--- config.mk ---
export PLATFORM = sky130hd
export DESIGN_NAME = conv_pool_rx_flat
export DESIGN_NICKNAME = d
export VERILOG_FILES = /design/src/rtl/conv_pkg.sv /design/src/rtl/conv_pool_rx_if.sv /design/src/rtl/max_cmp.sv /design/src/rtl/conv_pool_rx.sv /design/src/flat_wrapper.sv
export SDC_FILE = /design/constraint.sdc
export NUM_CORES = 1
export LEC_CHECK = 0
export ABC_CLOCK_PERIOD_IN_PS = 3300
export CAP_MARGIN = 30
export CORE_ASPECT_RATIO = 1.75
export CORE_MARGIN = 3
export CORE_UTILIZATION = 55
export CTS_BUF_LIST = sky130_fd_sc_hd__clkbuf_8
export DETAILED_ROUTE_END_ITERATION = 10
export GPL_ROUTABILITY_DRIVEN = 0
export PLACE_DENSITY = 0.83
export SLEW_MARGIN = 20
export SYNTH_ARGS = -nofsm -noshare
export SYNTH_HDL_FRONTEND = slang
export SYNTH_SLANG_ARGS = --single-unit
--- constraint.sdc ---
create_clock -name clk -period 3.3 [get_ports clk]
set_input_delay 0.33 -clock clk [delete_from_list [all_inputs] [get_ports clk]]
set_output_delay 0.33 -clock clk [all_outputs]
set_load 0.02 [all_outputs]
--- src/rtl/conv_pkg.sv ---
// Shared constants and types for the Conv result stream and its pooling receiver.
package conv_pkg;

  localparam int unsigned DATA_W      = 16;
  localparam int unsigned IMG_W       = 6;
  localparam int unsigned POOL        = 3;
  localparam int unsigned OUT_W       = IMG_W / POOL;
  localparam int unsigned N_OUT       = OUT_W * OUT_W;
  localparam int unsigned FRAME_WORDS = IMG_W * IMG_W;

  // Counter/index widths never collapse to zero bits for degenerate sizes.
  function automatic int unsigned clog2_min1(input int unsigned n);
    return (n <= 1) ? 1 : $clog2(n);
  endfunction

  localparam int unsigned IDX_W = clog2_min1(N_OUT);
  localparam int unsigned PC_W  = clog2_min1(POOL);
  localparam int unsigned PJ_W  = clog2_min1(OUT_W);

  typedef logic [DATA_W-1:0] word_t;

  typedef enum logic [1:0] {
    IDLE = 2'd0,
    RECV = 2'd1,
    DONE = 2'd2
  } state_e;

endpackage

--- src/rtl/conv_pool_rx_if.sv ---
// Conv word stream in, pooled result stream out.
interface conv_pool_rx_if
  import conv_pkg::*;
();

  logic             in_st;
  word_t            din;
  word_t            pool_dout;
  logic             pool_valid;
  logic [IDX_W-1:0] pool_idx;
  logic             done;
  logic             busy;

  modport master (
    output in_st, din,
    input  pool_dout, pool_valid, pool_idx, done, busy
  );

  modport slave (
    input  in_st, din,
    output pool_dout, pool_valid, pool_idx, done, busy
  );

endinterface

--- src/rtl/max_cmp.sv ---
// Unsigned two-input maximum, purely combinational.
module max_cmp #(
  parameter int unsigned W = 16
) (
  input  logic [W-1:0] a,
  input  logic [W-1:0] b,
  output logic [W-1:0] max_c
);

  assign max_c = (a >= b) ? a : b;

endmodule

--- src/rtl/conv_pool_rx.sv ---
// Receives a raster-ordered Conv frame and emits non-overlapping POOLxPOOL maxima
// on the fly, keeping only one running maximum per pooled column.
module conv_pool_rx
  import conv_pkg::*;
(
  input logic             clk,
  input logic             rst_n,
  conv_pool_rx_if.slave   bus
);

  state_e            state;
  logic [PC_W-1:0]   pc;   // col % POOL
  logic [PJ_W-1:0]   pj;   // col / POOL
  logic [PC_W-1:0]   pr;   // row % POOL
  logic [PJ_W-1:0]   pi;   // row / POOL
  word_t             acc [OUT_W];
  word_t             acc_sel;
  word_t             win_max;
  logic              win_first;
  logic              win_last;
  logic              frame_last;

  assign acc_sel    = acc[pj];
  assign win_first  = (pr == '0) && (pc == '0);
  assign win_last   = (pr == PC_W'(POOL - 1)) && (pc == PC_W'(POOL - 1));
  assign frame_last = win_last && (pi == PJ_W'(OUT_W - 1)) && (pj == PJ_W'(OUT_W - 1));

  // Single comparator serves both the accumulator update and the emitted result.
  max_cmp #(.W(DATA_W)) u_max (
    .a     (acc_sel),
    .b     (bus.din),
    .max_c (win_max)
  );

  always_ff @(posedge clk) begin
    if (!rst_n) begin
      state          <= IDLE;
      pc             <= '0;
      pj             <= '0;
      pr             <= '0;
      pi             <= '0;
      for (int j = 0; j < OUT_W; j++) acc[j] <= '0;
      bus.pool_dout  <= '0;
      bus.pool_valid <= 1'b0;
      bus.pool_idx   <= '0;
      bus.done       <= 1'b0;
      bus.busy       <= 1'b0;
    end else begin
      bus.pool_valid <= 1'b0;
      bus.done       <= 1'b0;

      case (state)
        IDLE: begin
          if (bus.in_st) begin
            state    <= RECV;
            bus.busy <= 1'b1;
            pc       <= '0;
            pj       <= '0;
            pr       <= '0;
            pi       <= '0;
          end
        end

        RECV: begin
          if (bus.in_st) begin
            // Restart: the strobe cycle's word is not part of the new frame.
            pc <= '0;
            pj <= '0;
            pr <= '0;
            pi <= '0;
          end else begin
            acc[pj] <= win_first ? bus.din : win_max;

            if (win_last) begin
              bus.pool_dout  <= win_max;
              bus.pool_valid <= 1'b1;
              bus.pool_idx   <= IDX_W'(32'(pi) * OUT_W + 32'(pj));
            end

            // Raster walk split into window-local and window-index parts.
            if (pc == PC_W'(POOL - 1)) begin
              pc <= '0;
              if (pj == PJ_W'(OUT_W - 1)) begin
                pj <= '0;
                if (pr == PC_W'(POOL - 1)) begin
                  pr <= '0;
                  pi <= (pi == PJ_W'(OUT_W - 1)) ? '0 : pi + PJ_W'(1);
                end else begin
                  pr <= pr + PC_W'(1);
                end
              end else begin
                pj <= pj + PJ_W'(1);
              end
            end else begin
              pc <= pc + PC_W'(1);
            end

            if (frame_last) begin
              state    <= DONE;
              bus.done <= 1'b1;
              bus.busy <= 1'b0;
            end
          end
        end

        DONE: begin
          if (bus.in_st) begin
            state    <= RECV;
            bus.busy <= 1'b1;
            pc       <= '0;
            pj       <= '0;
            pr       <= '0;
            pi       <= '0;
          end else begin
            state <= IDLE;
          end
        end

        default: state <= IDLE;
      endcase
    end
  end

endmodule

--- src/flat_wrapper.sv ---
// flat-port wrapper written by rule: the top's interface ports become plain ports
module conv_pool_rx_flat import conv_pkg::*;
  (clk, rst_n, bus_in_st, bus_din, bus_pool_dout, bus_pool_valid, bus_pool_idx, bus_done, bus_busy);
  conv_pool_rx_if bus_i ();
  input logic clk;
  input logic rst_n;
  input wire logic [$bits(bus_i.in_st)-1:0] bus_in_st;
  input wire logic [$bits(bus_i.din)-1:0] bus_din;
  output wire logic [$bits(bus_i.pool_dout)-1:0] bus_pool_dout;
  output wire logic [$bits(bus_i.pool_valid)-1:0] bus_pool_valid;
  output wire logic [$bits(bus_i.pool_idx)-1:0] bus_pool_idx;
  output wire logic [$bits(bus_i.done)-1:0] bus_done;
  output wire logic [$bits(bus_i.busy)-1:0] bus_busy;
  assign bus_i.in_st = bus_in_st;
  assign bus_i.din = bus_din;
  assign bus_pool_dout = bus_i.pool_dout;
  assign bus_pool_valid = bus_i.pool_valid;
  assign bus_pool_idx = bus_i.pool_idx;
  assign bus_done = bus_i.done;
  assign bus_busy = bus_i.busy;
  conv_pool_rx u_core (.clk(clk), .rst_n(rst_n), .bus(bus_i));
endmodule
# Yosys cells after proc, flatten, opt, wreduce, memory -nomap -nowiden
# Memories as Yosys holds them, arrays and structs flattened. A register that Yosys moved wholly into a read port is not among the register bits.
# Index checks and enable logic that the tools add are counted.
# word_totals
in_bits,19
ff_bits,29
out_inout_bits,21
memories,1
ramBits,32
# op_classes
magnitude_cmp,1
eq_ne,11
mux,43
reduce_logical,18
bitwise,3
n_addsub,5
# memory_table
name,words,word_bits,read_ports,rd_clocked_by_memory_dff,write_ports,line,text
u_core.acc,2,16,1,1,2,conv_pool_rx.sv:16,word_t acc [OUT_W];
# ops
op,n
two-way mux 16 bit,3
two-way mux 1 bit,24
two-way mux 2 bit,10
>= comparator 16 bit,1
OR reduction 16 bit,1
"!= test 3 x 2 -> 1 bit, second input constant",3
AND reduction 3 bit,3
case mux 2 bit (2 select lines),2
AND reduction 4 bit,2
"== test 2 bit, second input constant",3
zero test 2 bit,3
case mux 1 bit (2 select lines),3
case mux 2 bit (3 select lines),1
AND reduction 5 bit,1
"adder 2 x 1 -> 2 bit, second input constant",2
logical AND 1 bit,4
"!= test 2 x 1 -> 1 bit, second input constant",2
"!= test 2 bit, second input constant",2
inverter 1 bit,3
OR reduction 3 bit,1
"adder 1 bit, second input constant",2
adder 2 x 1 -> 2 bit,1
"== test 2 x 1 -> 1 bit, second input constant",1
AND reduction 2 bit,1
other kinds (2),2

# Depth between registers and ports, before layout
# depth
word_depth,7
depth_mapped,12
mapped_depth_nobuf,8

# Hierarchy
# A second synthesis with hierarchy kept.
# unflattened
cells_unflattened,324
area_unflattened_um2,3452.1
# by_module_without_submodules
mod,cells_each,instances,area_per_inst_um2
conv_pool_rx,255,1,2777.7
max_cmp,69,1,674.4

# Worst setup path after synthesis
# Ideal clock, no wire load.
# synth_path
kind,register -> register
from,register with a tool-made name
to,memory u_core.acc[1][1] (netlist bit) (data pin)
stages_incl_launch_ff,10
path_buffers,3
setup_slack_ps,497
arrival_ps,2534
t_required_ps,3032
synth_period_minus_slack_ps,2803
cell_sequence,dfxtp_1 > clkbuf_1 > buf_2 > mux2_2 > ha_1 > nand4_1 > or3_1 > o22ai_1 > clkbuf_1 > o22ai_1
# synth_rtl
item,line
to (decl),conv_pool_rx.sv:16

==> results_dict.tcl <==
set metrics [dict create \
    start_util_pct 56.6 \
    wl_met2_mm 4.59 \
    numCtsBuffers 9 \
    r2r_setup_slack_ns 0.37 \
    grt_pass1_wl_mm 14.2 \
    dp_hpwl_mm 5.67 \
    first_global_vias 3087 \
    whs_ns 0.495 \
    cts_tree "built" \
    layout_common_cells "nand2_1 (41), clkdlybuf4s50_1 (39), a22oi_1 (33), edfxtp_1 (32), dfxtp_1 (30)" \
    ant_nets 0 \
    portBuffers 39 \
    cts_resized 0 \
    fp.dieW_um 66.5 \
    hold_path_class "flip-flop to flip-flop" \
    fin_crit_ns 2.93 \
    wl_mm 8.52 \
    syn-cell-area_sq_um 3530 \
    post-cts-setup-buffers 0 \
    crit_type "flip-flop to flip-flop" \
    worstReg2RegEnd "u_core.acc[0][13]" \
    hold_path.startpoint "u_core.bus.busy" \
    die_y_um 112 \
    worstSetupStartpointType "flip-flop" \
    required_ns 3.38 \
    clk_path_buf_depth 2 \
    yosysSeqAreaShare_pct 44.3 \
    vias_per_cell 6.40 \
    dr.first_iter.drc_count 328 \
    post-route-period-util_pct 88.8 \
    syn_nets 394 \
    status "finished clean" \
    wl_met3_um 582 \
    rows 38 \
    diodes 0 \
    vdd_drop_max_mv 0.270 \
    cp-end-kind "flip-flop" \
    vias 3070 \
    synth.distinct_cells 40 \
    synth.avg_cell_area_sq_um 9.82 \
    gr-usage-all-layers_pct 24.7 \
    dpl_cell_area_sq_um 3990 \
    skew_ns 0.0109 \
    finalSetupViolCount 0 \
    fp.coreArea_sq_um 6230 \
    crit_fanout 15 \
    hold_path_depth 2 \
    p_per_area_nw_per_um2 395 \
    p_total_mw 1.65 \
    rsz0062_at_grt "false" \
    fmax_mhz 341 \
    synthArstFlopShare_pct 0 \
    yosys_register_bits 62 \
    leakage_nw 1.53 \
    boundaryPins 40 \
    slew_viol_final 0 \
    reg2regPathDepth 9 \
    arrival_ns 3.01 \
    fin_tns_setup_ns 0 \
    first_pass_iters 5 \
    synthCells 359 \
    die_area_sq_um 7450 \
    yosys_warnings 0 \
    top_layer "met4" \
    htreeDepth 3 \
    wl_per_cell_um 17.7 \
    clk_pin_slew_worst_paths_ns 0.06 \
    drive_gt1_share_pct 12.0 \
    ys.flop_type "edfxtp_1" \
    final_area_sq_um 4160 \
    antenna_found_initial 0 \
    grt_start_max_net_pins 34 \
    fin_ws_ns 0.371 \
    routedLengthMet1_mm 3.12 \
    layout_commonest_cell "nand2_1" \
    nNetsFinal 430 \
    hold_path_end "u_core.bus.busy" \
    cts_hold_buf 0 \
    tightest_slew_ns 0.989 \
    dp_slack_ns 0.414 \
    post-route-drc-count 0 \
    cts_num_sinks 62 \
    fill_cells 486 \
    max_slew_margin_pct 33.9 \
    clkLatencyLatePin_ns 0.34 \
    area_growth_pct 18.0 \
    final-hold-violation-count 0 \
    max_cap_viol_count 0 \
    synth_edf_count 32 \
    grt-ovfl-total 0 \
    root_buffer "clkbuf_8" \
]
## sequential cells by signal, indices dropped and copies added (netlist names), named ones only
name,cells
u_core.state,2
u_core.bus.busy,1
u_core.pj,1
u_core.acc,32
u_core.pr,2
u_core.bus.pool_idx,2
u_core.bus.pool_dout,16
u_core.pi,1
u_core.bus.done,1
u_core.bus.pool_valid,1
u_core.pc,2
## where the power goes
group | internal, mW | leakage [nW] | switching (mW)
clock network | 0.301 | 0.104 | 0.281
logic | 0.0870 | 0.850 | 0.133
registers | 0.832 | 0.578 | 0.0109
## how the worst max path moves through the flow
| stage | start | to | slack (ns) | cells after the start |
|---|---|---|---|---|
| global placement | flip-flop | u_core.acc[1][9] | 0.50 | 8 |
| CTS | flip-flop | u_core.acc[1][6] | 0.39 | 8 |
| finish | flip-flop | u_core.acc[0][13] | 0.37 | 9 |
| detailed placement | flip-flop | u_core.acc[1][6] | 0.41 | 8 |
| global route | flip-flop | u_core.acc[1][7] | 0.26 | 9 |
| floorplan | flip-flop | u_core.acc[1][1] | 0.50 | 9 |
## cell type report
cell class | count | area [sq um] | area share (%)
multi-input combinational | 251 | 1750 | 42.1
sequential | 62 | 1560 | 37.5
timing repair buffer | 51 | 500 | 12.0
clock buffer | 11 | 151 | 3.64
tap | 80 | 100 | 2.41
inverter | 20 | 75.1 | 1.80
clock inverter | 5 | 20.0 | 0.481
## layer usage
| metal | vias up | global-route usage (%) |
|---|---|---|
| li1 | 1439 | - |
| met5 | - | 0 |
| met2 | 135 | 41.7 |
| met1 | 1474 | 27.7 |
| met4 | 0 | 13.0 |
| met3 | 22 | 6.36 |
## Yosys cell counts, types with 4 or more instances
library cell  number  area (sq um)
nand2_1           41           154
a22oi_1           33           248
edfxtp_1          32           961
dfxtp_1           30           601
nand3_1           24           120
o32ai_1           21           184
inv_1             20          75.1
mux2i_1           17           170
ha_1              16           200
mux2_2            16           180
a21oi_1           14          70.1
nor2_1            14          52.6
buf_2             12          60.1
o22ai_1           12          75.1
o21ai_0           11          55.1
clkbuf_1           9          33.8
buf_6              4          45.0
nand4_1            4          25.0
## per-stage QoR
stage | instances | utilization (%)
6_report | 480 | 66.8
5_1_grt | 480 | 66.8
4_1_cts | 480 | 66.8
3_5_place_dp | 464 | 64.1
3_3_place_gp | 463 | 63.8
2_1_floorplan | 359 | -
## critical path, stage by stage, from the launching register on
cell     delay, ns
dfxtp_1       0.51
buf_4         0.27
mux2_2        0.39
ha_1          0.32
a21oi_1       0.15
o21ai_0       0.13
a21oi_1       0.28
o31a_2        0.25
buf_4         0.24
o32ai_1       0.12
## logic make-up (layout without fill, tap and decap cells)
| kind of cell | after synthesis | after routing | share of synthesized area (%) |
|---|---|---|---|
| compound gates | 96 | 96 | 19.0 |
| fa+ha+maj | 16 | 16 | 5.68 |
| buf+inv | 46 | 87 | 6.21 |
| mux | 33 | 33 | 9.94 |
| simple gates | 106 | 106 | 14.9 |
| flops | 62 | 62 | 44.3 |
Note: power is estimated with default switching activity, not from simulation.
